## src/rtl/button_debouncer.sv

```systemverilog
// Per-bit button debouncer: shared sample timer plus a saturating high-sample counter per bit.
// Define BUTTON_DEBOUNCER_EDGE_EN to compile in the one-cycle rising-edge pulse on edge_pulse.
module button_debouncer #(
    parameter int WIDTH          = 1,
    parameter int SAMPLE_CNT_MAX = 62500,
    parameter int PULSE_CNT_MAX  = 200
) (
    input  logic             clk,
    input  logic             rst_n,
    input  logic [WIDTH-1:0] glitchy_signal,
    output logic [WIDTH-1:0] debounced_signal,
    output logic [WIDTH-1:0] edge_pulse
);

    localparam int SW = $clog2(SAMPLE_CNT_MAX);
    localparam int PW = $clog2(PULSE_CNT_MAX + 1);
    localparam logic [SW-1:0] SAMPLE_LAST = SW'(SAMPLE_CNT_MAX - 1);
    localparam logic [PW-1:0] PULSE_FULL  = PW'(PULSE_CNT_MAX);

    logic [SW-1:0] sample_cnt;
    logic          sample_pulse;
    logic [PW-1:0] sat_cnt [WIDTH];

    // Sample timer: one pulse per period, shared by every bit
    always_ff @(posedge clk) begin
        if (!rst_n) begin
            sample_cnt <= '0;
        end else if (sample_cnt == SAMPLE_LAST) begin
            sample_cnt <= '0;
        end else begin
            sample_cnt <= sample_cnt + SW'(1);
        end
    end

    assign sample_pulse = (sample_cnt == SAMPLE_LAST);

    // A low input clears immediately, even on a sample cycle
    always_ff @(posedge clk) begin
        for (int i = 0; i < WIDTH; i++) begin
            if (!rst_n) begin
                sat_cnt[i] <= '0;
            end else if (!glitchy_signal[i]) begin
                sat_cnt[i] <= '0;
            end else if (sample_pulse && (sat_cnt[i] < PULSE_FULL)) begin
                sat_cnt[i] <= sat_cnt[i] + PW'(1);
            end
        end
    end

    always_comb begin
        for (int i = 0; i < WIDTH; i++) begin
            debounced_signal[i] = (sat_cnt[i] == PULSE_FULL);
        end
    end

`ifdef BUTTON_DEBOUNCER_EDGE_EN
    logic [WIDTH-1:0] prev;

    always_ff @(posedge clk) begin
        if (!rst_n) begin
            prev <= '0;
        end else begin
            prev <= debounced_signal;
        end
    end

    assign edge_pulse = debounced_signal & ~prev;
`else
    assign edge_pulse = {WIDTH{1'b0}};
`endif

endmodule
```

## config.mk

```make
export PLATFORM = sky130hd
export DESIGN_NAME = button_debouncer
export DESIGN_NICKNAME = d
export VERILOG_FILES = /design/src/rtl/button_debouncer.sv
export SDC_FILE = /design/constraint.sdc
export NUM_CORES = 1
export LEC_CHECK = 0
export CELL_PAD_IN_SITES_DETAIL_PLACEMENT = 2
export CELL_PAD_IN_SITES_GLOBAL_PLACEMENT = 2
export CORE_UTILIZATION = 37
export CTS_CLUSTER_DIAMETER = 200
export DETAILED_ROUTE_END_ITERATION = 7
export PLACE_DENSITY_LB_ADDON = 0.1
export SYNTH_ARGS = -nofsm -noshare
export SYNTH_HDL_FRONTEND = slang
export SYNTH_SLANG_ARGS = --single-unit
```

## constraint.sdc

```tcl
create_clock -name clk -period 2.77 [get_ports clk]
set_clock_uncertainty 0.1 [all_clocks]
set_input_delay 0.277 -clock clk [delete_from_list [all_inputs] [get_ports clk]]
set_output_delay 0.277 -clock clk [all_outputs]
set_load 0.01 [all_outputs]
```

==> run_results.csv, run 1 <==
group,metric,value,unit
outcome,status,"completed",
setup_path,crit_path_start,"sat_cnt[0][0]$_SDFFCE_PN0P_",
cells_and_area,nNetsFinal,136,
floorplan,die-area,3340,sq um
global_routing,grt_overflow,0,
setup_path,start_kind,"register",
cells_and_area,final_common_cell,"nor2_1",
logic_synthesis,synthDistinctLibCells,28,
clocking,cts.path.max_buffers,2,
timing,hold_ws,0.405,ns
clocking,cts_htree_levels,1,
floorplan,fp-row-count,19,
detailed_routing,drt-total-wl,2840,um
clocking,cts.sinks,24,
floorplan,core-area,2850,sq um
setup_path,criticalPathCategory,"reg -> out",
power,vdd_drop_max,0.000205,V
clocking,cts_root_buf,"clkbuf_4",
place,port_buffers,3,
timing,fmax,446,MHz
place,pre_cts_slack,0.530,ns
floorplan,start_util,0.404,
logic_synthesis,synth.avg_cell_area,9.23,sq um
place,hpwlAfterDp,2230,um
floorplan,pin_count,5,
cells_and_area,antenna_cells,0,
worst_hold_path,hold_path.class,"reg -> reg",
timing,rsz0062_at_grt,"false",
clocking,post-cts-setup-buffers,0,
detailed_routing,wl_per_cell,17.7,um
global_routing,grt_max_degree,16,
logic_synthesis,synthTopCellsByArea,"dfxtp_1 28%, edfxtp_1 21%, xnor2_1 11%, nor2_1 9.1%, nand3_1 3.9%",
clocking,cts_tree,"built",
global_routing,grt_pass1_wl,4760,um
cells_and_area,final_cell_mix,"28 x nor2_1, 16 x dfxtp_1, 14 x xnor2_1",
job,drv_cap,0,
setup_path,end_kind,"primary output",
power,leakage,0.389,nW
detailed_routing,drtPass1Iterations,4,
clocking,clk_pin_slew,0.12,ns
detailed_routing,viasPerCell,5.53,
floorplan,die-height,57.8,um
setup_path,critical_path_required,2.39,ns
timing,max_slew_margin,0.629,
timing,setup_ws,0.530,ns
setup_path,cpMaxStageDelayCell,"clkdlybuf4s50_1",
global_routing,grt_usage,0.194,
logic_synthesis,synthCells,125,
logic_synthesis,ys_seq_area_frac,0.486,
timing,tightest_slew,0.555,ns
setup_path,crit_chain,"inv_1 -> ha_1 -> nand3b_1 -> nor4_1 -> clkdlybuf4s50_1",
logic_synthesis,netlist.area_leader.share,0.278,
logic_synthesis,ys_seq_elements,24,
timing,finalSetupTns,0,ns
clocking,worstSkewPairLatency,0.31,ns
logic_synthesis,synth_nets,131,
global_routing,antenna_found_initial,0,
clocking,cts-resized-gates,0,
logic_synthesis,ys_warn_count,0,
setup_path,path_max_fanout,4,
place,place_congestion,0.729,
clocking,ctsHoldBuffers,0,
detailed_routing,ant_nets,0,
floorplan,die-width,57.8,um
setup_path,critPathMaxStageDelay,0.58,ns
logic_synthesis,synth_area,1150,sq um
cells_and_area,area_growth,7.81,%
timing,setup_viol,0,
detailed_routing,drt_iter0_drc,24,
worst_hold_path,min_from,"sample_cnt[0]$_SDFF_PP0_",
timing,hold_viol_final,0,
detailed_routing,vias,885,
setup_path,r2r-start,"sample_cnt[0]$_SDFF_PP0_",
setup_path,arrival,1.86,ns
setup_path,r2r_slack,0.54,ns
clocking,numCtsBuffers,3,
timing,maxSlewViolCount,0,
detailed_routing,remaining_drc_errors,0,
power,p_per_area,480,nW/um^2
logic_synthesis,yosys.area.top_type,"dfxtp_1",
cells_and_area,layout-drive-gt1-share,0.0620,
global_routing,grt_pass1_vias,975,
timing,fin_crit,2.24,ns
timing,finalCritPeriodShare,0.809,
## layer usage
layer | GRT usage | vias up | part of all wire
li1 | - | 435 | -
met1 | 0.260 | 438 | 0.49
met2 | 0.319 | 8 | 0.48
met3 | 0.0335 | 4 | 0.019
met4 | 0.0612 | 0 | 0.011
met5 | 0 | - | 0
## cell usage after synthesis, drive strengths merged
library cell and count:
xnor2 14, or2 1, and4bb 1, nor4bb 1, and3 1, or4 1, conb 1, ha 3
nor4 6, inv 6, buf 1, or3 1, clkbuf 2, nor2 28, nor3 4, nand2 8
nand4b 1, nand3 10, nand4 3, edfxtp 8, xor2 4, o311ai 1, nand3b 1, o21ai 1
a21oi 1, dfxtp 16
## metrics by stage
step	util	instances	cell area, sq um	power [mW]
2_1_floorplan	-	125	1150	0.409
3_3_place_gp	0.423	156	1210	0.420
3_5_place_dp	0.423	156	1210	0.423
4_1_cts	0.436	160	1240	0.608
5_1_grt	0.436	160	1240	0.633
6_report	0.436	160	1240	0.597
## registers in the layout (all words and copies together) (netlist names)
register	flops
sat_cnt	8
sample_cnt	16
## worst max-delay path, delay by kind of cell (launching register included)
kind	cells	cell delay, ns
fa+ha+maj	1	0.14
buf+inv	2	0.68
flops	1	0.48
simple gates	2	0.26
## path summary, 6_finish.rpt
path	end	depth (start not counted)
max reg2reg	sat_cnt[0][0]$_SDFFCE_PN0P_	5
min	sample_cnt[0]$_SDFF_PP0_	1
min reg2reg	sample_cnt[0]$_SDFF_PP0_	1
max	debounced_signal	5
## layout make-up
type	instances	area (sq um)
Multi-Input combinational cell	92	556
Timing Repair Buffer	3	30.0
Sequential cell	24	561
Tap cell	31	38.8
Clock buffer	4	36.3
Fill cell	308	1610
Inverter	6	22.5
## report_power, final
group	leakage (nW)	switching, mW	internal, mW	total (mW)
sequential	0.217	0.0130	0.373	0.386
combinational	0.152	0.0167	0.0118	0.0285
clock	0.0210	0.102	0.0803	0.182
## kinds of logic (layout without fill, tap and decap cells)
family,Yosys count,in the layout,synth area share
DFF,24,24,0.486
and+or+nand+nor,67,67,0.293
other,1,1,0.00325
AOI/OAI and AO/OA,3,3,0.0163
buffers and inverters,9,13,0.0325
adders and majority gates,3,3,0.0325
xor gates and xnor gates,18,18,0.137
Power figures use the tool's default switching activity.
==> run 2: changes to the inputs <==
==> constraint.sdc (replaced) <==
create_clock -name clk -period 2.2 [get_ports clk]
set_clock_uncertainty 0.1 [all_clocks]
set_input_delay 0.22 -clock clk [delete_from_list [all_inputs] [get_ports clk]]
set_output_delay 0.22 -clock clk [all_outputs]
set_load 0.01 [all_outputs]
==> run_results.csv, run 2 (synthesized netlist as in run 1, its figures left out) <==
group,metric,value,unit
outcome,status,"completed",
timing,tightest_slew,0.527,ns
setup_path,path_max_fanout,8,
power,swShare,0.223,
global_routing,grt_pass1_vias,1014,
floorplan,core-area,2850,sq um
floorplan,die-area,3340,sq um
cells_and_area,largest_reg_flops,16,
floorplan,die-height,57.8,um
timing,maxSlewViolCount,0,
timing,hold_viol_final,0,
timing,finalCritPeriodShare,0.891,
clocking,worstSkewPairLatency,0.32,ns
clocking,cts_root_buf,"clkbuf_4",
power,switchingPower,170,uW
place,port_buffers,3,
power,pwr-share-seq,0.636,
clocking,clk_pin_slew,0.13,ns
global_routing,grt_pass1_wl,4840,um
floorplan,pin_count,5,
setup_path,end_kind,"register",
power,vdd_drop_max,0.000264,V
power,pwr-share-comb,0.057,
detailed_routing,remaining_drc_errors,0,
clocking,ctsHoldBuffers,0,
cells_and_area,layout-drive-gt1-share,0.104,
clocking,cts.path.max_buffers,2,
detailed_routing,vias,888,
cells_and_area,n_fill_cell,308,
power,pwr-share-clk,0.307,
cells_and_area,final_common_cell,"nor2_1",
setup_path,r2r-start,"sample_cnt[1]$_SDFF_PP0_",
cells_and_area,max_flop_register,"sample_cnt",
setup_path,r2r_end,"sat_cnt[0][2]$_SDFFCE_PN0P_",
floorplan,fp-row-count,19,
setup_path,criticalPathCategory,"reg -> reg",
timing,fin_crit,1.96,ns
global_routing,grt_usage,0.196,
global_routing,antenna_found_initial,0,
global_routing,grt_overflow,0,
timing,fmax,510,MHz
detailed_routing,ant_nets,0,
global_routing,grt_max_degree,16,
cells_and_area,reg.largest.list,"sample_cnt x16, sat_cnt x8",
clocking,numCtsBuffers,3,
setup_path,start_kind,"register",
floorplan,die-width,57.8,um
detailed_routing,drt_iter0_drc,38,
cells_and_area,antenna_cells,0,
clocking,cts_htree_levels,1,
floorplan,start_util,0.404,
detailed_routing,drtPass1Iterations,5,
setup_path,critPathCapture,"sat_cnt[0][2]$_SDFFCE_PN0P_",
setup_path,r2r_slack,0.24,ns
clocking,cts_tree,"built",
detailed_routing,wl_per_cell,16.5,um
cells_and_area,nNetsFinal,141,
timing,finalSetupTns,0,ns
cells_and_area,final_cell_mix,"28 x nor2_1, 16 x dfxtp_1, 14 x xnor2_1",
job,drv_cap,0,
setup_path,arrival,1.89,ns
timing,max_slew_margin,0.648,
timing,setup_viol,0,
setup_path,crit_path_start,"sample_cnt[1]$_SDFF_PP0_",
place,hpwlAfterDp,2080,um
cells_and_area,area_growth,11.7,%
cells_and_area,utilization,0.452,
place,pre_cts_slack,0.106,ns
timing,setup_ws,0.240,ns
clocking,cts.sinks,24,
timing,rsz0062_at_grt,"false",
power,p_per_area,589,nW/um^2
place,place_congestion,0.840,
power,internal_power,590,uW
power,leakage,0.435,nW
worst_hold_path,hold_path.class,"reg -> reg",
setup_path,critical_path_required,2.13,ns
setup_path,reg2regPathDepth,5,
detailed_routing,viasPerCell,5.38,
detailed_routing,drt-total-wl,2720,um
==> run 2: cell count changes in the layout (fill, tap and decap cells not counted), sizes merged <==
cell and change:
dlymetal6s2s +1, clkdlybuf4s50 -1, buf +5
==> run 2: critical path, cell delays in order (launching register included) <==
cell      delay [ns]
dfxtp_1         0.41
ha_1            0.26
and4bb_2        0.24
nand4b_1        0.13
or2_2           0.35
nand3_2         0.18
==> run 2: worst min path at each step <==
stage                                    startpoint  cells past startpoint  slack, ns                        end
after floorplan                               rst_n                      1       0.27   sample_cnt[1]$_SDFF_PP0_
after detailed placement  sample_cnt[15]$_SDFF_PP0_                      2       0.41  sample_cnt[15]$_SDFF_PP0_
after global routing      sample_cnt[15]$_SDFF_PP0_                      2       0.47  sample_cnt[15]$_SDFF_PP0_
after global placement    sample_cnt[15]$_SDFF_PP0_                      2       0.38  sample_cnt[15]$_SDFF_PP0_
after CTS                 sample_cnt[15]$_SDFF_PP0_                      2       0.43  sample_cnt[15]$_SDFF_PP0_
final                     sample_cnt[15]$_SDFF_PP0_                      2       0.43  sample_cnt[15]$_SDFF_PP0_
==> run 2: cell type report <==
type	instances	area, sq um	share of cell area
Inverter	6	22.5	0.0175
Multi-Input combinational cell	92	561	0.435
Timing Repair Buffer	8	70.1	0.0544
Clock buffer	4	36.3	0.0282
Sequential cell	24	561	0.435
Tap cell	31	38.8	0.0301
==> run 2: layer usage <==
| layer | wire length [um] | share of wire | global-route usage | up-vias |
|---|---|---|---|---|
| met3 | 74 | 0.027 | 0.0558 | 4 |
| met2 | 1270 | 0.47 | 0.319 | 8 |
| met5 | 0 | 0 | 0 | - |
| met4 | 29 | 0.011 | 0.0680 | 0 |
| met1 | 1350 | 0.50 | 0.250 | 433 |
| li1 | - | - | - | 443 |
==> run 2: timing repair <==
action / CTS / global route
buffers inserted: 1 / 0
resized for setup: 0 / 2
setup endpoints to repair: 1 / 9
pin swaps: 0 / 0
==> run 2: metrics by stage <==
step	area, sq um	power (mW)	hold slack (ns)	instances
after floorplan	1150	0.515	0.266	125
after global placement	1240	0.531	0.378	160
after detailed placement	1240	0.535	0.408	160
after CTS	1280	0.777	0.431	165
after global routing	1290	0.801	0.473	165
final	1290	0.759	0.435	165
==> run 2: power by group through the flow <==
stage,combinational [mW],clock (mW),sequential [mW]
finish,0.0435,0.233,0.483
global route,0.0496,0.266,0.485
CTS,0.0441,0.250,0.483
detailed placement,0.0409,0,0.494
global placement,0.0400,0,0.491
floorplan,0.0246,0,0.491
==> run 3: changes to the inputs <==
--- a/config.mk
+++ b/config.mk
@@ -5,12 +5,14 @@
 export SDC_FILE = /design/constraint.sdc
 export NUM_CORES = 1
 export LEC_CHECK = 0
+export ABC_CLOCK_PERIOD_IN_PS = 2200
 export CELL_PAD_IN_SITES_DETAIL_PLACEMENT = 2
 export CELL_PAD_IN_SITES_GLOBAL_PLACEMENT = 2
 export CORE_UTILIZATION = 37
 export CTS_CLUSTER_DIAMETER = 200
 export DETAILED_ROUTE_END_ITERATION = 7
 export PLACE_DENSITY_LB_ADDON = 0.1
+export SLEW_MARGIN = 25
 export SYNTH_ARGS = -nofsm -noshare
 export SYNTH_HDL_FRONTEND = slang
 export SYNTH_SLANG_ARGS = --single-unit
==> results of run 3 <==
Final layout, timing and power as in run 2 (identical DEF).
